===== src/rtl/cpu_bus_pkg.sv =====
// Shared types for the 8227 bus sequencer: FSM state encoding and script entry layout.
package cpu_bus_pkg;

  localparam int DATA_W_DEF = 8;
  localparam int ADDR_W_DEF = 16;

  typedef enum logic [1:0] {
    IDLE = 2'd0,
    RUN  = 2'd1,
    DONE = 2'd2
  } seq_state_t;

  // Default-width script entry; the sequencer rebuilds the same layout at its own widths.
  typedef struct packed {
    logic [DATA_W_DEF-1:0] data;
    logic [ADDR_W_DEF-1:0] exp_addr;
    logic [ADDR_W_DEF-1:0] mask;
    logic                  nmi;
    logic                  irq;
    logic                  last;
  } script_entry_t;

  localparam int SCRIPT_ENTRY_W_DEF = $bits(script_entry_t);

endpackage


===== src/rtl/cpu_bus_script_ram.sv =====
// Script storage: one synchronous write port, one asynchronous read port, no reset.
module cpu_bus_script_ram #(
  parameter int DEPTH   = 64,
  parameter int ENTRY_W = 43,
  parameter int IDX_W   = $clog2(DEPTH)
) (
  input  logic               clk,
  input  logic               we,
  input  logic [IDX_W-1:0]   widx,
  input  logic [ENTRY_W-1:0] wdata,
  input  logic [IDX_W-1:0]   ridx,
  output logic [ENTRY_W-1:0] rdata
);

  logic [ENTRY_W-1:0] mem [DEPTH];

  // Storage write; contents survive reset so a script can be rerun after nrst.
  always_ff @(posedge clk) begin
    if (we) mem[widx] <= wdata;
  end

  assign rdata = mem[ridx];

endmodule


===== src/rtl/cpu_bus_sequencer.sv =====
// Script-driven bus stimulus/checker for the 8227 core.
//
// state | meaning
// IDLE  | waiting for start, outputs held at 0, script writable
// RUN   | one script entry per clock: drive stimulus, compare address
// DONE  | script finished, results held, script writable
module cpu_bus_sequencer
  import cpu_bus_pkg::*;
#(
  parameter int DATA_W = DATA_W_DEF,
  parameter int ADDR_W = ADDR_W_DEF,
  parameter int DEPTH  = 64,
  parameter int CNT_W  = 8,
  localparam int IDX_W = $clog2(DEPTH)
) (
  input  logic              clk,
  input  logic              nrst,
  input  logic              load_en,
  input  logic [IDX_W-1:0]  load_idx,
  input  logic [DATA_W-1:0] load_data,
  input  logic [ADDR_W-1:0] load_addr,
  input  logic [ADDR_W-1:0] load_mask,
  input  logic              load_nmi,
  input  logic              load_irq,
  input  logic              load_last,
  input  logic              start,
  input  logic              abort,
  input  logic [ADDR_W-1:0] addr_in,
  output logic [DATA_W-1:0] dataBusInput,
  output logic              nonMaskableInterrupt,
  output logic              interruptRequest,
  output logic              busy,
  output logic              done,
  output logic              pass,
  output logic [CNT_W-1:0]  mismatch_count,
  output logic [IDX_W-1:0]  first_fail_step,
  output logic [IDX_W-1:0]  step
);

  typedef struct packed {
    logic [DATA_W-1:0] data;
    logic [ADDR_W-1:0] exp_addr;
    logic [ADDR_W-1:0] mask;
    logic              nmi;
    logic              irq;
    logic              last;
  } entry_t;

  localparam int ENTRY_W = $bits(entry_t);

  seq_state_t         state;
  entry_t             wr_entry;
  entry_t             rd_entry;
  logic [ENTRY_W-1:0] rd_raw;
  logic               fail_seen;
  logic               addr_ok;
  logic               at_end;

  assign wr_entry = '{data: load_data, exp_addr: load_addr, mask: load_mask,
                      nmi: load_nmi, irq: load_irq, last: load_last};

  // Writes are blocked while running so the script under execution cannot change.
  cpu_bus_script_ram #(
    .DEPTH  (DEPTH),
    .ENTRY_W(ENTRY_W),
    .IDX_W  (IDX_W)
  ) u_ram (
    .clk  (clk),
    .we   (load_en && (state != RUN)),
    .widx (load_idx),
    .wdata(wr_entry),
    .ridx (step),
    .rdata(rd_raw)
  );

  assign rd_entry = rd_raw;
  assign addr_ok  = ((addr_in ^ rd_entry.exp_addr) & rd_entry.mask) == '0;
  assign at_end   = rd_entry.last || (step == IDX_W'(DEPTH - 1));

  assign busy = (state == RUN);
  assign done = (state == DONE);
  assign pass = done && !fail_seen;

  assign dataBusInput         = busy ? rd_entry.data : '0;
  assign nonMaskableInterrupt = busy && rd_entry.nmi;
  assign interruptRequest     = busy && rd_entry.irq;

  // Sequencer FSM with step counter and result tracking; abort wins over everything.
  always_ff @(posedge clk or negedge nrst) begin
    if (!nrst) begin
      state           <= IDLE;
      step            <= '0;
      mismatch_count  <= '0;
      first_fail_step <= '0;
      fail_seen       <= 1'b0;
    end else if (abort) begin
      state <= IDLE;
      step  <= '0;
    end else begin
      case (state)
        IDLE, DONE: begin
          if (start) begin
            state           <= RUN;
            step            <= '0;
            mismatch_count  <= '0;
            first_fail_step <= '0;
            fail_seen       <= 1'b0;
          end
        end
        RUN: begin
          if (!addr_ok) begin
            if (mismatch_count != '1) mismatch_count <= mismatch_count + CNT_W'(1);
            if (!fail_seen) begin
              fail_seen       <= 1'b1;
              first_fail_step <= step;
            end
          end
          if (at_end) state <= DONE;
          else        step  <= step + IDX_W'(1);
        end
        default: begin
          state <= IDLE;
          step  <= '0;
        end
      endcase
    end
  end

endmodule


===== config.mk =====
export PLATFORM = sky130hd
export DESIGN_NAME = cpu_bus_sequencer
export DESIGN_NICKNAME = d
export VERILOG_FILES = /design/src/rtl/cpu_bus_pkg.sv /design/src/rtl/cpu_bus_script_ram.sv /design/src/rtl/cpu_bus_sequencer.sv
export SDC_FILE = /design/constraint.sdc
export NUM_CORES = 2
export LEC_CHECK = 0
export CAP_MARGIN = 20
export CORE_ASPECT_RATIO = 2
export CORE_UTILIZATION = 31
export DETAILED_ROUTE_END_ITERATION = 10
export PLACE_DENSITY = 0.48
export SYNTH_ARGS = -nofsm -noshare
export SYNTH_HDL_FRONTEND = slang
export SYNTH_SLANG_ARGS = --single-unit

===== constraint.sdc =====
create_clock -name clk -period 13.6 [get_ports clk]
set_input_delay 2.72 -clock clk [delete_from_list [all_inputs] [get_ports clk]]
set_output_delay 2.72 -clock clk [all_outputs]
set_load 0.05 [all_outputs]

==> metrics.yaml <==
outcome:
  outcome: "finished, final reports clean"
timing:
  timing.fmax_ghz: 0.111
  fin_crit_sh_pct: 66.2
  drv_slew: 0
  setup_tns_ns: 0
  final.min_clock_period_ns: 9.00
  tightest_slew_ns: 1.17
  setup_viol: 0
  skew_ns: 0.0557
  grt_setup_unrepaired: "no"
  finalHoldViolCount: 0
  slew_headroom_pct: 21.8
floorplan:
  die-area_um2: 346000
  start_util_pct: 31.1
  core-area_um2: 342000
  ioPinCount: 103
  die_w_um: 416
  rows: 304
  die_y_um: 831
yosys:
  async_reset_ff_share_pct: 0.829
  synthTopCellsByArea: "edfxtp_1 78%, mux4_2 16%, mux2i_1 1.2%"
  synth_area_um2: 106000
  ys_ff_latch: 2775
  yosys_warnings: 0
  synthFlopType: "edfxtp_1"
  synth_largest_area_cell: "edfxtp_1"
  synthCells: 4510
  ys_seq_area_share_pct: 78.2
  synthAdderAreaFrac_pct: 0.0235
  synth-edff-count: 2752
  syn_nets: 4582
  yosys-top-cells-count: "2752 x edfxtp_1, 740 x mux4_2, 128 x mux2i_1"
  yosysMostFrequentCell: "edfxtp_1"
  synth_xor_area_share_pct: 0.156
  synthDistinctLibCells: 69
  synthSimpleGateAreaFrac_pct: 1.37
  synth_top_area_share_pct: 77.6
  synth-compound-area-share_pct: 2.01
  yosys-mux-area-fraction_pct: 16.9
  synth_top_family_by_area: "multiplexers"
  avgSynthCellArea_um2: 23.6
cells_and_area:
  multiInputGateArea_um2: 22300
  final_core_util_pct: 35.4
  nNetsFinal: 4887
  fillers: 31200
  drive_gt1_share_pct: 28.1
  area_growth_syn_to_layout_pct: 13.8
  layout.area.seq_um2: 83200
cts:
  cts_root_buffer: "clkbuf_16"
  numClockSinks: 2775
  hold_buffers: 0
  clk_latency_ns: 0.93
  cts_tree: "yes"
  cts_setup_buffers: 0
  cts_inserted_buffers: 239
  clk_pin_slew_ns: 0.07
  htreeDepth: 4
  cts.repair.resized: 0
  clockBufferDepth: 4
route:
  drt_iter0_markers: 5642
  antenna_left: 0
  avgViaCountPerCell: 5.44
  vias: 51500
  wire_per_inst_um: 37.6
  drcViolationCount: 0
  firstDrtPassIters: 5
  wl_um: 356000
global_routing:
  grt_max_degree: 130
  grt_pass1_wl_um: 476000
  grt_pass1_vias: 53000
  grt_antenna_before_repair: 27
  gr-total-overflow: 0
  grt_util_all_layers_pct: 20.3
setup_path:
  crit_arrival_ns: 6.28
  cpMaxStageDelayCell: "dfrtp_4"
  critPathMaxStageDelay_ns: 1.03
  cp-end-kind: "primary output"
  cp.required_ns: 10.88
  path_cells: "buf_4 -> buf_12 -> mux4_2 -> mux4_2 -> mux4_2 -> and2_1 -> clkdlybuf4s50_1"
  crit_top_cell: "mux4_2"
  critical_path_class: "register to primary output"
  worst-path-max-fanout: 82
  critPathLaunchType: "register"
worst_hold_path:
  hold_path.class: "register to register"
power_and_ir_drop:
  power_density_nw_per_um2: 139
  vdd_drop_max_v: 0.000101
  leakage_nw: 36.0
job:
  maxCapViolations: 0
place:
  dpl.hpwl_um: 195000
  port_buffers: 102
  globalplace.congestion: 0.786
layout by cell type, fill, tap and decap left out, types with 18 or more instances in the layout:
cell type and count:
nor2_1 46, edfxtp_1 2752, clkdlybuf4s50_1 59, clkbuf_1 50, mux4_2 740, a221oi_1 18
clkinv_1 58, clkbuf_16 243, o21ai_0 25, a21oi_1 35, nand2_1 54, nand3_1 34
a22oi_1 86, mux2i_1 128, buf_12 24, buf_2 43, nor2_4 67, o22ai_1 24
clkinv_2 42, buf_4 176
area by class of cell:
| cell class | instances | share of cell area (%) |
|---|---|---|
| tap | 4437 | 4.58 |
| timing repair buffer | 304 | 2.18 |
| sequential | 2775 | 68.7 |
| multi-input combinational | 1487 | 18.4 |
| antenna | 17 | 0.0351 |
| clock buffer | 293 | 5.18 |
| inverter | 8 | 0.0310 |
| clock inverter | 131 | 0.827 |
stage by stage:
| stage | total power [mW] | setup slack [ns] | hold slack, ns | area [um^2] | std cells |
|---|---|---|---|---|---|
| after detailed placement | 10.3 | 5.31 | 0.519 | 113000 | 8993 |
| final | 16.8 | 4.60 | 0.527 | 121000 | 9452 |
| after global placement | 10.3 | 5.35 | 0.526 | 113000 | 8989 |
| after CTS | 16.9 | 4.31 | 0.534 | 121000 | 9417 |
| after global routing | 17.2 | 4.19 | 0.555 | 121000 | 9450 |
| after floorplan | 10.0 | 6.77 | 0.517 | 106000 | 4510 |
report_power, final:
| part | internal (mW) | switching (mW) |
|---|---|---|
| Clock | 3.52 | 3.15 |
| Combinational | 0.259 | 0.399 |
| Sequential | 9.43 | 0.0182 |
| Total | 13.2 | 3.57 |
kinds of logic after synthesis:
family	after synthesis
buffers and inverters	248
DFF	2775
xor gates and xnor gates	19
adders and majority gates	2
AOI/OAI and AO/OA	293
and+or+nand+nor	300
muxes	873
registers in the layout, summed over array words and instances (netlist names):
signal,flops
fail_seen,1
first_fail_step,6
mismatch_count,8
state,2
step,6
u_ram.mem,2752
path summary, 6_finish.rpt:
check / start / to / slack (ns) / cells after the start
min in group asynchronous: nrst / step[4]$_DFFE_PN0P_ / 2.20 / 2
hold reg to reg: first_fail_step[5]$_DFFE_PN0P_ / first_fail_step[5]$_DFFE_PN0P_ / 0.53 / 1
setup reg to reg: step[0]$_DFFE_PN0P_ / mismatch_count[0]$_DFFE_PN0P_ / 6.21 / 14
max in group asynchronous: nrst / step[0]$_DFFE_PN0P_ / 11.06 / 2
hold / removal: first_fail_step[5]$_DFFE_PN0P_ / first_fail_step[5]$_DFFE_PN0P_ / 0.53 / 1
setup / recovery: step[0]$_DFFE_PN0P_ / dataBusInput[6] / 4.60 / 7
worst max-delay path, delay by kind of cell, from the launching register on:
kind | cells | cell delay [ns]
buffers and inverters | 3 | 2.08
flip-flops | 1 | 1.03
multiplexers | 3 | 1.70
AND/OR/NAND/NOR | 1 | 0.22
metal layers:
metal | up-vias | track usage, % | share of wire [%]
met4 | 10 | 7.58 | 4.1
li1 | 20000 | - | -
met3 | 517 | 1.94 | 4.2
met5 | - | 0 | 0.019
met1 | 29200 | 23.8 | 37
met2 | 1742 | 38.1 | 55
Power figures use the tool's default switching activity.
